<file path="config.mk">
export PLATFORM = sky130hd
export DESIGN_NAME = int_ctrl
export DESIGN_NICKNAME = d
export VERILOG_FILES = /design/src/rtl/int_ctrl.sv
export SDC_FILE = /design/constraint.sdc
export NUM_CORES = 1
export LEC_CHECK = 0
export BUFFER_PORTS_ARGS = -buffer_cell sky130_fd_sc_hd__buf_2
export CAP_MARGIN = 5
export CORE_ASPECT_RATIO = 0.9
export CORE_MARGIN = 2
export CORE_UTILIZATION = 52
export DETAILED_ROUTE_END_ITERATION = 8
export HOLD_SLACK_MARGIN = 0.1
export PLACE_DENSITY = 0.91
export SLEW_MARGIN = 20
export SYNTH_ARGS = -nofsm -noshare
export SYNTH_HDL_FRONTEND = slang
export SYNTH_SLANG_ARGS = --single-unit
export TNS_END_PERCENT = 100
</file>
<file path="constraint.sdc">
create_clock -name clk -period 1.7 [get_ports clk]
set_input_delay 0.085 -clock clk [delete_from_list [all_inputs] [get_ports clk]]
set_output_delay 0.085 -clock clk [all_outputs]
set_load 0.01 [all_outputs]
</file>
<file path="src/rtl/int_ctrl.sv">
// ============================================================================
// int_ctrl : four-source fixed-priority interrupt controller (source 0 highest)
// Optional macro INTC_TIMER_EN: internal periodic timer drives source 3.
// Revision : 1.0
// ============================================================================
`default_nettype none

module int_ctrl #(
    parameter int                ADDR_W       = 10,
    parameter logic [ADDR_W-1:0] VEC_BASE     = 10'h3F0,
    parameter int                TIMER_PERIOD = 50000
) (
    input  logic              clk,
    input  logic              reset,
    input  logic [3:0]        irq_in,
    input  logic              mask_we,
    input  logic [3:0]        mask_in,
    input  logic              int_ack,
    input  logic              int_eoi,
    output logic              int_req,
    output logic [1:0]        int_id,
    output logic [ADDR_W-1:0] int_vec,
    output logic [3:0]        pending,
    output logic              busy
);

    localparam logic [1:0] ST_IDLE    = 2'd0;
    localparam logic [1:0] ST_REQ     = 2'd1;
    localparam logic [1:0] ST_SERVICE = 2'd2;

    logic [1:0] state;
    logic [3:0] mask;
    logic [3:0] sync1;
    logic [3:0] sync2;
    logic [3:0] sync3;
    logic [3:0] rise;
    logic [3:0] set_bits;
    logic [3:0] clr_bits;
    logic [3:0] active;
    logic [1:0] sel_id;

    // s3 resets low, so a line already high at reset release reads as one edge
    always_ff @(posedge clk) begin
        if (reset) begin
            sync1 <= 4'b0000;
            sync2 <= 4'b0000;
            sync3 <= 4'b0000;
        end else begin
            sync1 <= irq_in;
            sync2 <= sync1;
            sync3 <= sync2;
        end
    end

    assign rise = sync2 & ~sync3;

`ifdef INTC_TIMER_EN
    localparam int CNT_W = (TIMER_PERIOD > 2) ? $clog2(TIMER_PERIOD) : 1;

    logic [CNT_W-1:0] tmr_count;
    logic             tmr_tick;

    assign tmr_tick = (tmr_count == CNT_W'(TIMER_PERIOD - 1));

    always_ff @(posedge clk) begin
        if (reset) begin
            tmr_count <= '0;
        end else if (tmr_tick) begin
            tmr_count <= '0;
        end else begin
            tmr_count <= tmr_count + 1'b1;
        end
    end

    // The timer replaces the external line 3 entirely
    assign set_bits = {tmr_tick, rise[2:0]};
`else
    assign set_bits = rise;
`endif

    assign active = pending & mask;

    always_comb begin
        sel_id = 2'd0;
        if (active[3]) sel_id = 2'd3;
        if (active[2]) sel_id = 2'd2;
        if (active[1]) sel_id = 2'd1;
        if (active[0]) sel_id = 2'd0;
    end

    always_comb begin
        clr_bits = 4'b0000;
        if (state == ST_REQ && int_ack) begin
            clr_bits[int_id] = 1'b1;
        end
    end

    always_ff @(posedge clk) begin
        if (reset) begin
            mask <= 4'b0000;
        end else if (mask_we) begin
            mask <= mask_in;
        end
    end

    // Set is applied after clear so a fresh edge on the acked source survives
    always_ff @(posedge clk) begin
        if (reset) begin
            pending <= 4'b0000;
        end else begin
            pending <= (pending & ~clr_bits) | set_bits;
        end
    end

    always_ff @(posedge clk) begin
        if (reset) begin
            state   <= ST_IDLE;
            int_req <= 1'b0;
            int_id  <= 2'd0;
            busy    <= 1'b0;
        end else begin
            case (state)
                ST_IDLE: begin
                    if (active != 4'b0000) begin
                        state   <= ST_REQ;
                        int_req <= 1'b1;
                        int_id  <= sel_id;
                    end
                end
                ST_REQ: begin
                    if (int_ack) begin
                        state   <= ST_SERVICE;
                        int_req <= 1'b0;
                        busy    <= 1'b1;
                    end
                end
                ST_SERVICE: begin
                    if (int_eoi) begin
                        state <= ST_IDLE;
                        busy  <= 1'b0;
                    end
                end
                default: begin
                    state   <= ST_IDLE;
                    int_req <= 1'b0;
                    busy    <= 1'b0;
                end
            endcase
        end
    end

    assign int_vec = VEC_BASE + (ADDR_W'(int_id) << 2);

endmodule

`default_nettype wire

</file>
# == Word level (Yosys, flattened, before mapping) ==
# Index checks and enable logic that the tools add are counted.
# word_totals
reg_bits,26
in_bits,13
out_inout_bits,18
elab_cells,50
# classes
addsub,1
n_lt_le_gt_ge,2
n_eq_ne,5
n_mux,17
bitwise_logic,8
n_reduce_logical,8
# ops
operator,n
$mux W2,7
$and A4 B4 Y4,3
$reduce_and A3 Y1,3
$not A4 Y4,2
$add A5 B5 Y6 const A,1
$ne A2 B2 Y1 const B,3
$pmux W1 S3,2
$pmux W2 S3,1
$mux W1,5
$mux W4,1
$or A4 B4 Y4,1
$reduce_bool A4 Y1,1
$lt A2 B3 Y1 const B,1
$demux W1 S2,1
$eq A2 B1 Y1 const B,1
$eq A2 B2 Y1 const B,1
$ge A2 B1 Y1 const B,1
$logic_and A1 B1 Y1,2
$logic_not A2 Y1,1
$not A1 Y1,2
$reduce_and A2 Y1,1

# == Logic depth before layout (Yosys ltp) ==
# depth
depth_word,8
depth_mapped,4
depth_no_buf,4

# == Least setup slack after synthesis ==
# No wires, ideal clock.
# synth_timing
kind,register -> register
from,reg pending[0]
to,reg state[0]
setup_time_ns,0.122
t_arrival_ns,0.921
required_ns,1.578
path_slack_ns,0.657
stages_incl_launch_ff,3
n_path_buf,0
period_less_slack_ns,1.043
cell_sequence,dfxtp_1 -> a22o_1 -> o311a_1
# synth_via
elab_chain_cells,4
# synth_rtl
element,line_no,rtl
"start, declared",23,"output logic [3:0] pending,"
"start signal, assigned",111,pending <= (pending & ~clr_bits) | set_bits;
$and A4 B4 Y4,81,assign active = pending & mask;
$reduce_bool A4 Y1,124,if (active != 4'b0000) begin
$ne A2 B2 Y1 (no line),n/a,
$reduce_and A3 Y1 (no line),n/a,
"end signal, assigned",125,state <= ST_REQ;
"end signal, assigned",132,state <= ST_SERVICE;
"end signal, assigned",139,state <= ST_IDLE;
"end, declared",31,logic [1:0] state;
# Every way passes these cells.
# A chain may end at the register's enable or synchronous reset.

==> impl_metrics.ini <==
[layout]
drive_gt1_share_pct = 20.00
n_fill_cell = 142
num_antenna_cells = 0
layout.nets = 145
area_delta_synth_final_pct = 19.47
post-route-util_pct = 67.75

[clocking]
cts_resized = 0
postCtsSetupBuffers = 0
htree_levels = 1
cts_buffer_depth = 2
tritoncts = yes
cts_root_buf = clkbuf_4
clock_sinks = 26
worstSkewPairLatency_ns = 0.32
cts_made_buffers = 3
clk_pin_slew_ns = 0.13
holdBufCountCts = 10

[sta]
tns_ns = 0
setup_violations = 0
report.final.slew_viol_count = 0
hold_viol = 0
min_period_ns = 1.271
max_freq_ghz = 0.7871
fin_worst_skew_ns = 0.007660
rsz0062_at_grt = no
period_share_pct = 74.74

[synth]
synth_seq_area_share_pct = 52.93
yosysUniqueCellTypes = 24
avgSynthCellArea_um2 = 9.548
synth-seq-cells = 26
ys_warn_count = 0
syn_inst = 103
netlist_area_um2 = 983.4

[global_routing]
grt_max_degree = 28
antenna_found_initial = 0
grt_pass1_vias = 713
grt_overflow = 0
grt_pass1_wl_um = 2960
grt_use_total_pct = 18.20

[placed_design]
port_buffers = 22
dp_hpwl_um = 1299
gp_congestion = 0.7924

[floorplan]
die_h_um = 45.26
io_pins = 31
rows = 14
coreArea_mm2 = 0.001734
dieArea_mm2 = 0.002256
start_util_pct = 56.71
die_w_um = 49.84

[detailed_routing]
dr.pass1.iters = 4
viasPerCell = 4.935
drt-total-wl_um = 1825
wl_per_cell_um = 11.85
num_vias = 760
drc = 0
drtIter0Drc = 12
detail-route-antenna-nets = 0

[power]
p_total_uw = 1019
pwr-share-clk_pct = 24.3
p_sw_share_pct = 23.58
vdd_drop_max_mv = 0.8735
leakage_uw = 0.0005327
p_comb_share_pct = 11.3
p_sw_uw = 240.3
p_per_area_mw_per_mm2 = 867.5
p_seq_share_pct = 64.5
internal_power_uw = 778.8

[worst_setup_path]
crit_required_ns = 1.90
endpoint_kind = register
crit_fanout = 1
crit_path_start_kind = primary input
reg2reg_slack_ns = 0.51
critPathKind = in -> reg
cp.arrival_ns = 1.47

[hold_path]
hold_class = in -> reg

[run_status]
run_status = completed

[run]
cap_violations = 0
==> final timing paths <==
| kind | cells past startpoint | endpoint | startpoint |
|---|---|---|---|
| min | 3 | mask[3] | mask_we |
| max reg2reg | 3 | mask[2] | mask[2] |
| min reg2reg | 1 | sync2[2] | sync1[2] |
| max | 5 | mask[2] | mask_in[2] |
==> power groups by stage <==
stage          Sequential [uW]  Clock [uW]  Combinational, uW
2_1_floorplan              670           0               75.9
3_3_place_gp               668           0               90.7
3_5_place_dp               670           0               95.4
4_1_cts                    657         260                114
5_1_grt                    660         281                127
6_report                   657         247                115
==> critical path, cell delays in order <==
cell	delay, ns
dlygate4sd3_1	0.53
buf_2	0.12
mux2i_1	0.11
dlygate4sd3_1	0.58
nor2_1	0.05
==> sequential cells by signal, indices dropped and copies added (netlist names) <==
register / cells
pending: 4
mask: 4
state: 2
int_req: 1
sync1: 4
sync3: 4
int_id: 2
busy: 1
sync2: 4
==> per-layer routing <==
layer  routed length [um]  vias up  track usage, %
li1                     -      376               -
met1                  735      353           17.92
met2                  953       29           35.73
met3                  127        2           6.954
met4                    8        0           5.556
met5                    0        -               0
==> kinds of logic after synthesis <==
kind of cell	count (synthesis)	share of synthesized area [%]
AO/OA/AOI/OAI	18	11.83
other	2	0.7636
buffers and inverters	14	9.541
flip-flops	26	52.93
AND/OR/NAND/NOR	38	19.85
multiplexers	5	5.089
==> cell type report <==
cell class	count	area, um2	area share (%)
sequential	26	520.5	44.30
multi-input combinational	69	391.6	33.33
timing repair buffer	32	210.2	17.89
tap	24	30.03	2.556
clock buffer	3	22.52	1.917
==> stage by stage <==
stage               hold WS, ns  worst slack [ns]  instance area, um2  instances
finish                   0.1172            0.4295                1175        154
global route             0.1048            0.3667                1175        154
CTS                      0.1025            0.4893                1175        154
detailed placement       0.3041            0.5858                1052        141
global placement         0.2934            0.6495                1052        141
floorplan                0.2132            0.6574                1006        109
==> cell usage in the layout (no fill, tap or decap) <==
cell and count:
o21ai_1 1, o41ai_1 1, a211oi_1 1, o21ai_2 1, a22o_1 1, nand2b_1 3, o311a_1 1, clkbuf_4 3
dfxtp_1 26, conb_1 8, a21oi_1 9, nor2b_1 14, buf_2 22, mux2i_1 5, a32oi_1 1, nand3b_1 1
a211o_1 1, and3b_1 1, nand2_1 6, nand3_1 1, dlygate4sd3_1 10, o21ai_0 1, nor2_1 12
==> Yosys cell counts <==
master	number	area, um2
conb_1	2	7.510
a21oi_1	9	45.04
a211o_1	1	8.760
o21ai_2	1	8.760
nand2_1	6	22.52
buf_4	10	75.07
o21ai_0	1	5.000
clkbuf_2	2	10.01
mux2i_1	5	50.05
clkbuf_1	1	3.750
buf_2	1	5.000
a211oi_1	1	7.510
nor2_1	12	45.04
nand3_1	1	5.000
dfxtp_1	26	520.5
o41ai_1	1	8.760
nand2b_1	3	18.77
nand3b_1	1	7.510
a32oi_1	1	8.760
o311a_1	1	10.01
nor2b_1	14	87.58
o21ai_1	1	5.000
a22o_1	1	8.760
and3b_1	1	8.760
(Power assumes the default switching activity.)
